### config.mk
export PLATFORM = sky130hd
export DESIGN_NAME = cmp_seg_display
export DESIGN_NICKNAME = d
export VERILOG_FILES = /design/src/rtl/cmp_disp_pkg.sv /design/src/rtl/stable_latch.sv /design/src/rtl/cmp_seg_display.sv
export SDC_FILE = /design/constraint.sdc
export NUM_CORES = 1
export LEC_CHECK = 0
export BUFFER_PORTS_ARGS = -buffer_cell sky130_fd_sc_hd__clkbuf_2
export CORE_ASPECT_RATIO = 1.1
export CORE_UTILIZATION = 55
export CTS_BUF_LIST = sky130_fd_sc_hd__clkbuf_16
export CTS_CLUSTER_SIZE = 20
export DETAILED_ROUTE_END_ITERATION = 6
export GPL_TIMING_DRIVEN = 0
export PLACE_DENSITY = 0.74
export SLEW_MARGIN = 25
export SYNTH_ARGS = -nofsm -noshare
export SYNTH_HDL_FRONTEND = slang
export SYNTH_HIERARCHICAL = 1
export SYNTH_SLANG_ARGS = --single-unit
export TNS_END_PERCENT = 20
### constraint.sdc
create_clock -name clk -period 2.25 [get_ports clk]
set_input_delay 0.225 -clock clk [delete_from_list [all_inputs] [get_ports clk]]
set_output_delay 0.225 -clock clk [all_outputs]
set_load 0.03 [all_outputs]
### src/rtl/cmp_disp_pkg.sv
// rtl/cmp_disp_pkg.sv - shared codes, segment patterns and scan states for the comparator display
package cmp_disp_pkg;

    localparam logic [2:0] CMP_GT   = 3'b100;
    localparam logic [2:0] CMP_EQ   = 3'b010;
    localparam logic [2:0] CMP_LT   = 3'b001;
    localparam logic [2:0] CMP_NONE = 3'b000;

    // Segment order is {dp,g,f,e,d,c,b,a}, active-high.
    localparam logic [7:0] SEG_GT   = 8'h46;
    localparam logic [7:0] SEG_EQ   = 8'h48;
    localparam logic [7:0] SEG_LT   = 8'h70;
    localparam logic [7:0] SEG_DASH = 8'h40;
    localparam logic [7:0] SEG_ERR  = 8'hF9;

    typedef enum logic [1:0] {
        DIG3 = 2'd0,
        DIG2 = 2'd1,
        DIG1 = 2'd2,
        DIG0 = 2'd3
    } scan_state_t;

    function automatic logic [7:0] hex_font(input logic [3:0] nib);
        logic [7:0] pat;
        case (nib)
            4'h0:    pat = 8'h3F;
            4'h1:    pat = 8'h06;
            4'h2:    pat = 8'h5B;
            4'h3:    pat = 8'h4F;
            4'h4:    pat = 8'h66;
            4'h5:    pat = 8'h6D;
            4'h6:    pat = 8'h7D;
            4'h7:    pat = 8'h07;
            4'h8:    pat = 8'h7F;
            4'h9:    pat = 8'h6F;
            4'hA:    pat = 8'h77;
            4'hB:    pat = 8'h7C;
            4'hC:    pat = 8'h39;
            4'hD:    pat = 8'h5E;
            4'hE:    pat = 8'h79;
            default: pat = 8'h71;
        endcase
        return pat;
    endfunction

    function automatic logic cmp_is_valid(input logic [2:0] r);
        return (r == CMP_GT) || (r == CMP_EQ) || (r == CMP_LT);
    endfunction

    // The all-zero code is the power-up value, so it is shown as a dash, not an error.
    function automatic logic cmp_is_error(input logic [2:0] r);
        return !cmp_is_valid(r) && (r != CMP_NONE);
    endfunction

    function automatic logic [7:0] cmp_symbol(input logic [2:0] r);
        logic [7:0] pat;
        case (r)
            CMP_GT:   pat = SEG_GT;
            CMP_EQ:   pat = SEG_EQ;
            CMP_LT:   pat = SEG_LT;
            CMP_NONE: pat = SEG_DASH;
            default:  pat = SEG_ERR;
        endcase
        return pat;
    endfunction

    function automatic logic [3:0] digit_enable(input scan_state_t st);
        logic [3:0] en;
        case (st)
            DIG3:    en = 4'b1000;
            DIG2:    en = 4'b0100;
            DIG1:    en = 4'b0010;
            default: en = 4'b0001;
        endcase
        return en;
    endfunction

endpackage

### src/rtl/stable_latch.sv
// rtl/stable_latch.sv - input sampler with stability counter; pulses once per stable period
module stable_latch #(
    parameter int W             = 11,
    parameter int STABLE_CYCLES = 16
) (
    input  logic         clk,
    input  logic         rst_n,
    input  logic [W-1:0] d,
    output logic [W-1:0] q,
    output logic         latch
);

    localparam int            CW      = $clog2(STABLE_CYCLES + 1);
    localparam logic [CW-1:0] CNT_MAX = CW'(STABLE_CYCLES);
    localparam logic [CW-1:0] CNT_PRE = CW'(STABLE_CYCLES - 1);

    logic [W-1:0]  s;
    logic [CW-1:0] cnt;
    logic          same;

    assign same  = (d == s);
    // Fires only on the step into saturation, so a held input latches exactly once.
    assign latch = same && (cnt == CNT_PRE);
    assign q     = s;

    always_ff @(posedge clk or negedge rst_n) begin
        if (!rst_n) begin
            s   <= '0;
            cnt <= '0;
        end else begin
            s <= d;
            if (!same) begin
                cnt <= '0;
            end else if (cnt != CNT_MAX) begin
                cnt <= cnt + 1'b1;
            end
        end
    end

endmodule

### src/rtl/cmp_seg_display.sv
// rtl/cmp_seg_display.sv - debounced comparator result shown on a 4-digit multiplexed 7-segment display
module cmp_seg_display #(
    parameter int SCAN_DIV      = 100000,
    parameter int STABLE_CYCLES = 16
) (
    input  logic       clk,
    input  logic       rst_n,
    input  logic [3:0] din1,
    input  logic [3:0] din2,
    input  logic [2:0] cmp,
    output logic [7:0] seg,
    output logic [3:0] an,
    output logic [3:0] chg_cnt,
    output logic       err
);

    import cmp_disp_pkg::*;

    localparam int               DIV_W    = (SCAN_DIV > 2) ? $clog2(SCAN_DIV) : 1;
    localparam logic [DIV_W-1:0] DIV_LAST = DIV_W'(SCAN_DIV - 1);

    logic [10:0]      sample;
    logic             latch;
    logic [3:0]       new_a;
    logic [3:0]       new_b;
    logic [2:0]       new_r;
    logic [3:0]       a_q;
    logic [3:0]       b_q;
    logic [2:0]       r_q;
    logic             err_q;
    logic [3:0]       chg_q;
    logic             counts_change;
    logic [DIV_W-1:0] div;
    logic             div_tc;
    scan_state_t      state;
    scan_state_t      state_next;
    logic [7:0]       seg_next;
    logic [3:0]       an_next;

    stable_latch #(
        .W             (11),
        .STABLE_CYCLES (STABLE_CYCLES)
    ) u_stable (
        .clk   (clk),
        .rst_n (rst_n),
        .d     ({din1, din2, cmp}),
        .q     (sample),
        .latch (latch)
    );

    assign new_a = sample[10:7];
    assign new_b = sample[6:3];
    assign new_r = sample[2:0];

    // Only a move between two genuine one-hot results is a change worth counting.
    assign counts_change = cmp_is_valid(r_q) && cmp_is_valid(new_r) && (r_q != new_r);

    always_ff @(posedge clk or negedge rst_n) begin
        if (!rst_n) begin
            a_q   <= '0;
            b_q   <= '0;
            r_q   <= CMP_NONE;
            err_q <= 1'b0;
            chg_q <= '0;
        end else if (latch) begin
            a_q   <= new_a;
            b_q   <= new_b;
            r_q   <= new_r;
            err_q <= cmp_is_error(new_r);
            if (counts_change) begin
                chg_q <= chg_q + 1'b1;
            end
        end
    end

    assign div_tc = (div == DIV_LAST);

    always_comb begin
        state_next = state;
        if (div_tc) begin
            case (state)
                DIG3:    state_next = DIG2;
                DIG2:    state_next = DIG1;
                DIG1:    state_next = DIG0;
                default: state_next = DIG3;
            endcase
        end
    end

    always_ff @(posedge clk or negedge rst_n) begin
        if (!rst_n) begin
            div   <= '0;
            state <= DIG3;
        end else begin
            div   <= div_tc ? '0 : div + 1'b1;
            state <= state_next;
        end
    end

    // Output registers follow the current digit, so they trail the scan state by one edge.
    always_comb begin
        an_next = digit_enable(state);
        case (state)
            DIG3:    seg_next = hex_font(a_q);
            DIG2:    seg_next = cmp_symbol(r_q);
            DIG1:    seg_next = hex_font(b_q);
            default: seg_next = hex_font(chg_q);
        endcase
    end

    always_ff @(posedge clk or negedge rst_n) begin
        if (!rst_n) begin
            seg <= '0;
            an  <= '0;
        end else begin
            seg <= seg_next;
            an  <= an_next;
        end
    end

    assign chg_cnt = chg_q;
    assign err     = err_q;

endmodule

==> out/metrics.yaml, run 1 <==
cts_tree: "yes"
critPathMaxFanout: 5
drt-pass1-iter-count: 4
synthCells: 336
required_ns: 2.45
netlist.area_leader.share: 0.450
drc: 0
initial_core_util: 0.570
ys_seq_area_frac: 0.450
synth_ff_type: "dfrtp_1"
max_freq_ghz: 0.451
yosysUniqueCellTypes: 43
setup_viol: 0
grt_setup_unrepaired: "true"
netlist_area_um2: 3510
vias: 2606
p_leak_nw: 1.85
hold_violations: 0
avgSynthCellArea_um2: 10.4
port_buffers: 29
fin_ws_ns: 0.0332
power_w: 0.00246
wl_um: 6760
cts_buffers: 9
synth-seq-cells: 63
final_cell_mix: "dfrtp_1 (62), clkbuf_2 (31), ha_1 (28)"
place_ws_ns: -0.164
min_to: "u_stable/q[10]"
synth_area_leader_cell: "dfrtp_1"
worstReg2RegEnd: "chg_cnt[3]"
r2r-start: "u_stable/q[3]"
stdcell_count: 472
critical_path_arrival_ns: 2.41
cp_num_buf_inv: 0
finalCritPeriodShare: 0.985
core_um2: 6160
drtAntennaViolNets: 0
dpl.hpwl_um: 4780
min_path_type: "in2reg"
rr_worst_depth: 7
grtUsageTotal: 0.221
power_density_nw_per_um2: 592
cp-end-kind: "flop"
vias_per_cell: 5.52
maxSlewViolCount: 0
hold-worst-slack_ns: 0.0315
drv_cap: 0
fin_skew_ns: 0.00704
antenna_cells: 0
cpLargestDelayFamily: "simple AND/OR/NAND/NOR gates"
synthArstFlopShare: 1.00
path_clk_slew_ns: 0.05
worst_pin_slew_ns: 0.486
synthToLayoutAreaGrowth_pct: 18.4
drtIter0Drc: 135
ys.warnings.count: 6
yosys-top-cells-area: "dfrtp_1 (45%), ha_1 (10%), xnor2_1 (5.7%), mux2i_1 (3.1%), o21ai_0 (2.7%)"
finalCriticalPeriod_ns: 2.22
synth_edf_count: 0
path_class: "reg2reg"
critPathMaxStageDelay_ns: 0.40
antenna_found_initial: 0
die_w_um: 78.1
min_path_cells: 1
die_h_um: 85.7
numClockSinks: 63
slew_headroom: 0.676
reg2reg_slack_ns: 0.03
first_global_vias: 2404
cpMaxStageDelayCell: "dfrtp_1"
vdd_drop_max_mv: 0.442
path_cells: "xnor2_1 > nand4_1 > nor4_4 > nand3_2 > a2111oi_4 > nand4_1 > xnor2_1"
nets: 429
critPathLaunchType: "flop"
htreeDepth: 3
clock_latency_ns: 0.33
layout-drive-gt1-share: 0.191
io_pins: 30
grt_pass1_wl_um: 11400
layout_commonest_cell: "dfrtp_1"
syn_nets: 377
wl_per_cell_um: 14.3
place.gp.congestion: 0.832
status: "completed"
die_area_um2: 6700
root_buffer: "clkbuf_16"
worstHoldStart: "din1[3]"
overflow: 0
grt_max_degree: 33
clk_path_buf_depth: 2
row_count: 30
place_inst: 446
area by class of cell:
class / instances / area (um2)
repair buffers: 41 / 253
fillers: 477 / 2010
well taps: 80 / 100
inverters: 21 / 78.8
plain buffers: 12 / 60.1
clock inverters: 6 / 30.0
flip-flops and latches: 63 / 1580
clock buffers: 9 / 225
multi-input cells: 240 / 1830
where the power goes:
part	switching [W]	internal, W	total [W]
logic	0.0000560	0.0000415	0.0000976
clock network	0.000485	0.000722	0.00121
registers	0.00000900	0.00114	0.00115
total	0.000550	0.00191	0.00246
what timing repair did:
action                     4_1_cts  5_1_grt
hold endpoints to repair        31        0
setup endpoints to repair       14       12
hold buffers                     1        0
gates resized for setup          2        7
buffers inserted                 1        9
pin swaps                        1        8
cells by family (layout without fill, tap and decap cells):
logic type | after synthesis | count (layout) | share of synthesized area
muxes | 18 | 18 | 0.0603
DFF | 63 | 63 | 0.450
adders and majority gates | 29 | 29 | 0.103
AOI/OAI and AO/OA | 63 | 63 | 0.123
xor gates and xnor gates | 32 | 32 | 0.0799
and+or+nand+nor | 98 | 98 | 0.146
buffers and inverters | 33 | 89 | 0.0389
Yosys cell counts (7+ instances only):
cell type,number
xor2_1,9
ha_1,28
a21oi_1,10
nand4_1,7
dfrtp_1,63
xnor2_1,23
nand3_1,8
nor3_1,8
clkbuf_1,7
nand2_1,21
mux2i_1,11
o21ai_0,19
nand2b_1,8
inv_1,21
nor2_1,22
worst max path at each step:
stage	startpoint	to	slack [ns]	cells after the start
3_3_place_gp	u_stable/q[1]	err	-0.18	6
6_report	u_stable/q[3]	chg_cnt[3]	0.03	7
3_5_place_dp	u_stable/q[2]	err	-0.16	6
5_1_grt	u_stable/q[10]	chg_cnt[3]	-0.12	7
2_1_floorplan	u_stable/cnt[1]	chg_cnt[3]	0.23	9
4_1_cts	u_stable/q[2]	chg_cnt[3]	0.003	7
through the flow:
| stage | cell area, um2 | setup TNS, ns | util |
|---|---|---|---|
| 2_1_floorplan | 3510 | 0 | - |
| 3_3_place_gp | 3750 | -1.31 | 0.609 |
| 3_5_place_dp | 3770 | -1.07 | 0.613 |
| 4_1_cts | 4050 | 0 | 0.659 |
| 5_1_grt | 4150 | -0.219 | 0.674 |
| 6_report | 4150 | 0 | 0.674 |
state kept, by name, indices dropped and copies added (netlist names), 4 cells and up:
signal / cells
a_q: 4
an: 4
b_q: 4
chg_cnt: 4
div: 17
seg: 8
u_stable/cnt: 5
u_stable/q: 11
layer usage:
metal  wire [um]  GRT usage
met4         122     0.0976
met2        3260      0.345
met5           0          0
met1        3180      0.301
met3         198     0.0404
worst register-to-register path, stage by stage (launching register included):
cell and delay, ns:
dfrtp_1 0.40, xnor2_1 0.18, nand4_1 0.27, nor4_4 0.38, nand3_2 0.13, a2111oi_4 0.40
nand4_1 0.16, xnor2_1 0.16
No activity file was read; power rests on OpenSTA's default activity.
==> run 2, diff against run 1 <==
==> constraint.sdc (replaced) <==
create_clock -name clk -period 2.3 [get_ports clk]
set_input_delay 0.23 -clock clk [delete_from_list [all_inputs] [get_ports clk]]
set_output_delay 0.23 -clock clk [all_outputs]
set_load 0.03 [all_outputs]
==> run 2 against run 1 <==
Against the previous run:
- cell count is 0.42% higher
- worst hold slack better by 0.0029 ns
- fmax is 0.87% lower
- design area is 0.36% higher
- clock power hardly changed
- first-iteration DRC count is 0.74% higher
- critical endpoint unchanged
- largest cell class unchanged
==> out/metrics.yaml, run 2 (synthesis gave the netlist of run 1 again) <==
drtIter0Drc: 136  # +0.74%
die_h_um: 85.7  # unchanged
seqPwrFrac: 0.469  # about the same
status: "completed"
cts_tree: "yes"
die_area_um2: 6700  # unchanged
clock_latency_ns: 0.33  # about the same
die_w_um: 78.1  # unchanged
wl_per_cell_um: 14.5  # +1.2%
layout-drive-gt1-share: 0.195  # +0.00410
fillCellCount: 475  # -0.42%
regMostFlops: "div"
antenna_found_initial: 0  # unchanged
path_clk_slew_ns: 0.05  # about the same
power_density_nw_per_um2: 577  # -2.5%
overflow: 0  # unchanged
initial_core_util: 0.570  # unchanged
slew_headroom: 0.676  # about the same
hold-worst-slack_ns: 0.0344  # +0.00292 ns
clkPwrFrac: 0.490  # about the same
place.gp.congestion: 0.832  # unchanged
fin_skew_ns: 0.00756  # +0.000519 ns
drt-pass1-iter-count: 4  # unchanged
maxSlewViolCount: 0  # unchanged
grt_setup_unrepaired: "true"
grtUsageTotal: 0.221  # -0.000229
io_pins: 30  # unchanged
finalCritPeriodShare: 0.972  # -0.0129
vias_per_cell: 5.55  # +0.50%
antenna_cells: 0  # unchanged
critPathMaxFanout: 5  # unchanged
htreeDepth: 3  # unchanged
setup_viol: 0  # unchanged
cp-end-kind: "flop"
p_leak_nw: 1.86  # +0.46%
cts_buffers: 9  # unchanged
port_buffers: 29  # unchanged
drtAntennaViolNets: 0  # unchanged
reg2reg_slack_ns: 0.06  # +0.03 ns
p_sw_frac: 0.223  # -0.000574
critPathLaunchType: "flop"
core_um2: 6160  # unchanged
min_path_type: "in2reg"
numClockSinks: 63  # unchanged
finalSetupTns_ns: 0  # unchanged
critical_path_arrival_ns: 2.44  # +0.03 ns
drv_cap: 0  # unchanged
row_count: 30  # unchanged
p_sw_w: 0.000536  # -2.4%
clk_path_buf_depth: 2  # unchanged
largest_reg_flops: 17  # unchanged
grt_max_degree: 33  # unchanged
final_cell_mix: "dfrtp_1 (62), clkbuf_2 (31), ha_1 (28)"
hold_violations: 0  # unchanged
dpl.hpwl_um: 4780  # unchanged
drc: 0  # unchanged
p_int_w: 0.00187  # -2.1%
synthToLayoutAreaGrowth_pct: 18.8
max_freq_ghz: 0.447  # -0.87%
required_ns: 2.50  # +0.05 ns
vdd_drop_max_mv: 0.435  # -1.6%
vias: 2630  # +0.92%
first_global_vias: 2399  # -0.21%
wl_um: 6860  # +1.6%
worst_pin_slew_ns: 0.486  # +0.000412 ns
combPwrFrac: 0.041  # about the same
layout_commonest_cell: "dfrtp_1"
fin_util: 0.677  # +0.00244
finalCriticalPeriod_ns: 2.24  # +0.0196 ns
path_class: "reg2reg"
root_buffer: "clkbuf_16"
grt_pass1_wl_um: 11400  # -0.12%
nets: 431  # +0.47%
==> run 2: worst max-delay path, stage by stage (launching register included) <==
cell	delay (ns)
dfrtp_1	0.39
xnor2_1	0.18
nand4_1	0.28
nor4_4	0.40
nand3_2	0.13
a2111oi_4	0.39
nand4_1	0.16
xnor2_1	0.16
==> run 2: power groups by stage <==
stage               clock network [W]  registers, W  logic (W)
floorplan                           0       0.00115  0.0000318
global placement                    0       0.00115  0.0000721
CTS                           0.00119       0.00113  0.0000815
finish                        0.00118       0.00113  0.0000987
detailed placement                  0       0.00115  0.0000787
global route                  0.00125       0.00113   0.000111
==> run 2: layer usage <==
layer  global-route usage  vias up  share of wire
li1                     -     1298              -
met1                0.302     1261           0.47
met2                0.344       59           0.48
met3               0.0404       12          0.033
met4               0.0976        0          0.016
met5                    0        -              0
==> run 2: path summary, 6_finish.rpt <==
path                                start        endpoint  cells past startpoint
max reg2reg                u_stable/q[10]      chg_cnt[3]                      7
max in group asynchronous           rst_n   u_stable/q[2]                      3
min in group asynchronous           rst_n          seg[2]                      2
min reg2reg                        div[0]          div[0]                      1
min                               din1[3]  u_stable/q[10]                      1
max                        u_stable/q[10]      chg_cnt[3]                      7
==> run 2: per-stage QoR <==
step / cells / instance area [um2] / power [W] / setup WS (ns)
5_1_grt: 474 / 4170 / 0.00249 / -0.137
2_1_floorplan: 336 / 3510 / 0.00118 / 0.276
3_5_place_dp: 446 / 3770 / 0.00123 / -0.114
3_3_place_gp: 445 / 3750 / 0.00122 / -0.127
6_report: 474 / 4170 / 0.00240 / 0.0636
4_1_cts: 462 / 4050 / 0.00240 / 0.0104
==> run 2: layout make-up <==
type	instances	area, um2	share of cell area
multi-input cells	240	1830	0.438
flip-flops and latches	63	1580	0.379
repair buffers	43	268	0.0643
clock buffers	9	225	0.0541
well taps	80	100	0.0240
inverters	21	78.8	0.0189
plain buffers	12	60.1	0.0144
clock inverters	6	30.0	0.00721
==> run 2: what timing repair did <==
item	in CTS	in global routing
gates resized for setup	2	7
setup endpoints to repair	14	10
hold endpoints to repair	31	0
setup buffers	0	12
pin swaps	0	9
hold buffers	1	0
==> run 3, diff against run 2 <==
--- a/config.mk
+++ b/config.mk
@@ -8,7 +8,7 @@
 export BUFFER_PORTS_ARGS = -buffer_cell sky130_fd_sc_hd__clkbuf_2
 export CORE_ASPECT_RATIO = 1.1
 export CORE_UTILIZATION = 55
-export CTS_BUF_LIST = sky130_fd_sc_hd__clkbuf_16
+export CTS_BUF_LIST = sky130_fd_sc_hd__clkbuf_8
 export CTS_CLUSTER_SIZE = 20
 export DETAILED_ROUTE_END_ITERATION = 6
 export GPL_TIMING_DRIVEN = 0
==> run 3 against run 2 <==
Against the previous run:
- routed wire length fell by 2.7%
- critical endpoint unchanged
- clock skew rose by 0.0055 ns
- fmax fell by 0.66%
- global-route usage fell by 0.074 points
- total power fell by 12%
- die area did not move
- design area fell by 3.0%
- clock-buffer cell count rose by 3
- sequential power barely moved
- combinational power fell by 11%
- worst hold slack got worse by 0.012 ns
==> out/metrics.yaml, run 3 (synthesis gave the netlist of run 1 again) <==
vias: 2588  # -1.6%
wl_per_cell_um: 14.3  # -1.4%
drtIter0Drc: 147  # +8.1%
path_class: "reg2reg"
layout_commonest_cell: "dfrtp_1"
root_buffer: "clkbuf_8"
cts_tree: "yes"
crit_path_frequent_cell: "ha_1"
max_freq_ghz: 0.444  # -0.66%
critical_path_arrival_ns: 2.46  # +0.02 ns
stdcell_count: 468  # -1.3%
grtUsageTotal: 0.220  # -0.000738
p_leak_nw: 1.80  # -3.4%
p_sw_frac: 0.232  # +0.00884
critPathMaxStageDelay_ns: 0.40  # about the same
seqPwrFrac: 0.533  # +0.064
grt_setup_unrepaired: "true"
overflow: 0  # unchanged
critPathLaunchType: "flop"
drtAntennaViolNets: 0  # unchanged
clock_latency_ns: 0.34  # about the same
largest_reg_flops: 17  # unchanged
setup_viol: 0  # unchanged
power_density_nw_per_um2: 523  # -9.4%
slew_headroom: 0.681  # +0.00561
hold_violations: 0  # unchanged
maxSlewViolCount: 0  # unchanged
clkPwrFrac: 0.425  # -0.065
dpl.hpwl_um: 4780  # unchanged
wl_um: 6680  # -2.7%
htreeDepth: 3  # unchanged
die_w_um: 78.1  # unchanged
place.gp.congestion: 0.832  # unchanged
core_um2: 6160  # unchanged
cpMaxStageDelayCell: "dfrtp_1"
antenna_cells: 0  # unchanged
worst_pin_slew_ns: 0.478  # -0.00842 ns
regMostFlops: "div"
critPathMaxFanout: 5  # unchanged
place_ws_ns: -0.114  # unchanged
vdd_drop_max_mv: 0.316  # -27%
path_clk_slew_ns: 0.07  # +0.02 ns
power_w: 0.00211  # -12%
worstReg2RegEnd: "chg_cnt[3]"
initial_core_util: 0.570  # unchanged
place_inst: 446  # unchanged
rr_worst_depth: 9  # +2
die_area_um2: 6700  # unchanged
worstHoldStart: "cmp[1]"
finalCriticalPeriod_ns: 2.25  # +0.0148 ns
r2r-start: "u_stable/cnt[1]"
drt-pass1-iter-count: 4  # unchanged
drv_cap: 0  # unchanged
clk_path_buf_depth: 2  # unchanged
fin_ws_ns: 0.0489  # -0.0148 ns
cpLargestDelayFamily: "simple AND/OR/NAND/NOR gates"
synthToLayoutAreaGrowth_pct: 15.2
first_global_vias: 2427  # +1.2%
path_cells: "ha_1 > and3_1 > ha_1 > inv_1 > nor4_4 > nand3_2 > a2111oi_4 > nand4_1 > xnor2_1"
vias_per_cell: 5.53  # -0.34%
min_path_cells: 1  # unchanged
p_int_w: 0.00162  # -13%
required_ns: 2.51  # about the same
cts_buffers: 9  # unchanged
grt_max_degree: 33  # unchanged
row_count: 30  # unchanged
finalCritPeriodShare: 0.979  # +0.00642
antenna_found_initial: 0  # unchanged
min_path_type: "in2reg"
status: "completed"
port_buffers: 29  # unchanged
cp_num_buf_inv: 1  # +1
layout-drive-gt1-share: 0.186  # -0.00986
fin_skew_ns: 0.0130  # +0.00547 ns
fin_util: 0.656  # -0.0203
numClockSinks: 63  # unchanged
min_to: "u_stable/q[1]"
final_cell_mix: "dfrtp_1 (63), clkbuf_2 (31), ha_1 (28)"
drc: 0  # unchanged
p_sw_w: 0.000490  # -8.6%
combPwrFrac: 0.042  # about the same
reg2reg_slack_ns: 0.05  # about the same
cp-end-kind: "flop"
grt_pass1_wl_um: 11400  # +0.25%
die_h_um: 85.7  # unchanged
nets: 425  # -1.4%
io_pins: 30  # unchanged
## run 3: cell types whose count changed in the layout (fill, tap and decap cells not counted)
cell / previous run / this run
clkinv_1: 3 / 0
clkbuf_8: 0 / 12
buf_4: 12 / 6
dfrtp_1: 62 / 63
clkbuf_16: 9 / 0
dfrtp_2: 1 / 0
xnor2_1: 22 / 23
xnor2_2: 1 / 0
## run 3: through the flow
step                cell area [um2]  TNS [ns]  hold WS [ns]
finish                         4040         0        0.0224
global route                   4040    -0.257        0.0185
CTS                            3980         0        0.0106
detailed placement             3770    -0.667         0.236
global placement               3750    -0.770         0.365
floorplan                      3510         0       -0.0656
## run 3: layout make-up
| type | instances | area (um2) |
|---|---|---|
| Buffer | 12 | 60.1 |
| Clock inverter | 3 | 18.8 |
| Clock buffer | 12 | 165 |
| Fill cell | 498 | 2120 |
| Timing Repair Buffer | 37 | 223 |
| Inverter | 21 | 78.8 |
| Tap cell | 80 | 100 |
| Sequential cell | 63 | 1580 |
| Multi-Input combinational cell | 240 | 1820 |
## run 3: how the worst max path moves through the flow
stage / slack (ns) / startpoint / endpoint / cells after the start
floorplan: 0.28 / u_stable/cnt[1] / chg_cnt[3] / 9
global placement: -0.13 / u_stable/q[1] / err / 6
detailed placement: -0.11 / u_stable/q[2] / err / 6
CTS: 0.05 / u_stable/q[2] / chg_cnt[3] / 7
global route: -0.14 / u_stable/cnt[1] / chg_cnt[3] / 9
finish: 0.05 / u_stable/cnt[1] / chg_cnt[3] / 9
## run 3: power by group through the flow
stage / Combinational, W / Sequential [W] / Clock, W
5_1_grt: 0.0000996 / 0.00113 / 0.000962
4_1_cts: 0.0000813 / 0.00113 / 0.000915
2_1_floorplan: 0.0000318 / 0.00115 / 0
3_3_place_gp: 0.0000721 / 0.00115 / 0
6_report: 0.0000881 / 0.00113 / 0.000898
3_5_place_dp: 0.0000787 / 0.00115 / 0
## run 3: timing repair
action,CTS,global route
endpoints found under the hold margin,31,0
hold buffers,1,0
resized for setup,2,5
setup endpoints to repair,8,10
setup buffers,0,6
pin swaps,0,3
## run 3: per-layer routing
metal,vias up,track usage,wire [um]
met4,0,0.101,123
li1,1278,-,-
met1,1245,0.301,3170
met5,-,0,0
met2,54,0.345,3190
met3,11,0.0351,197
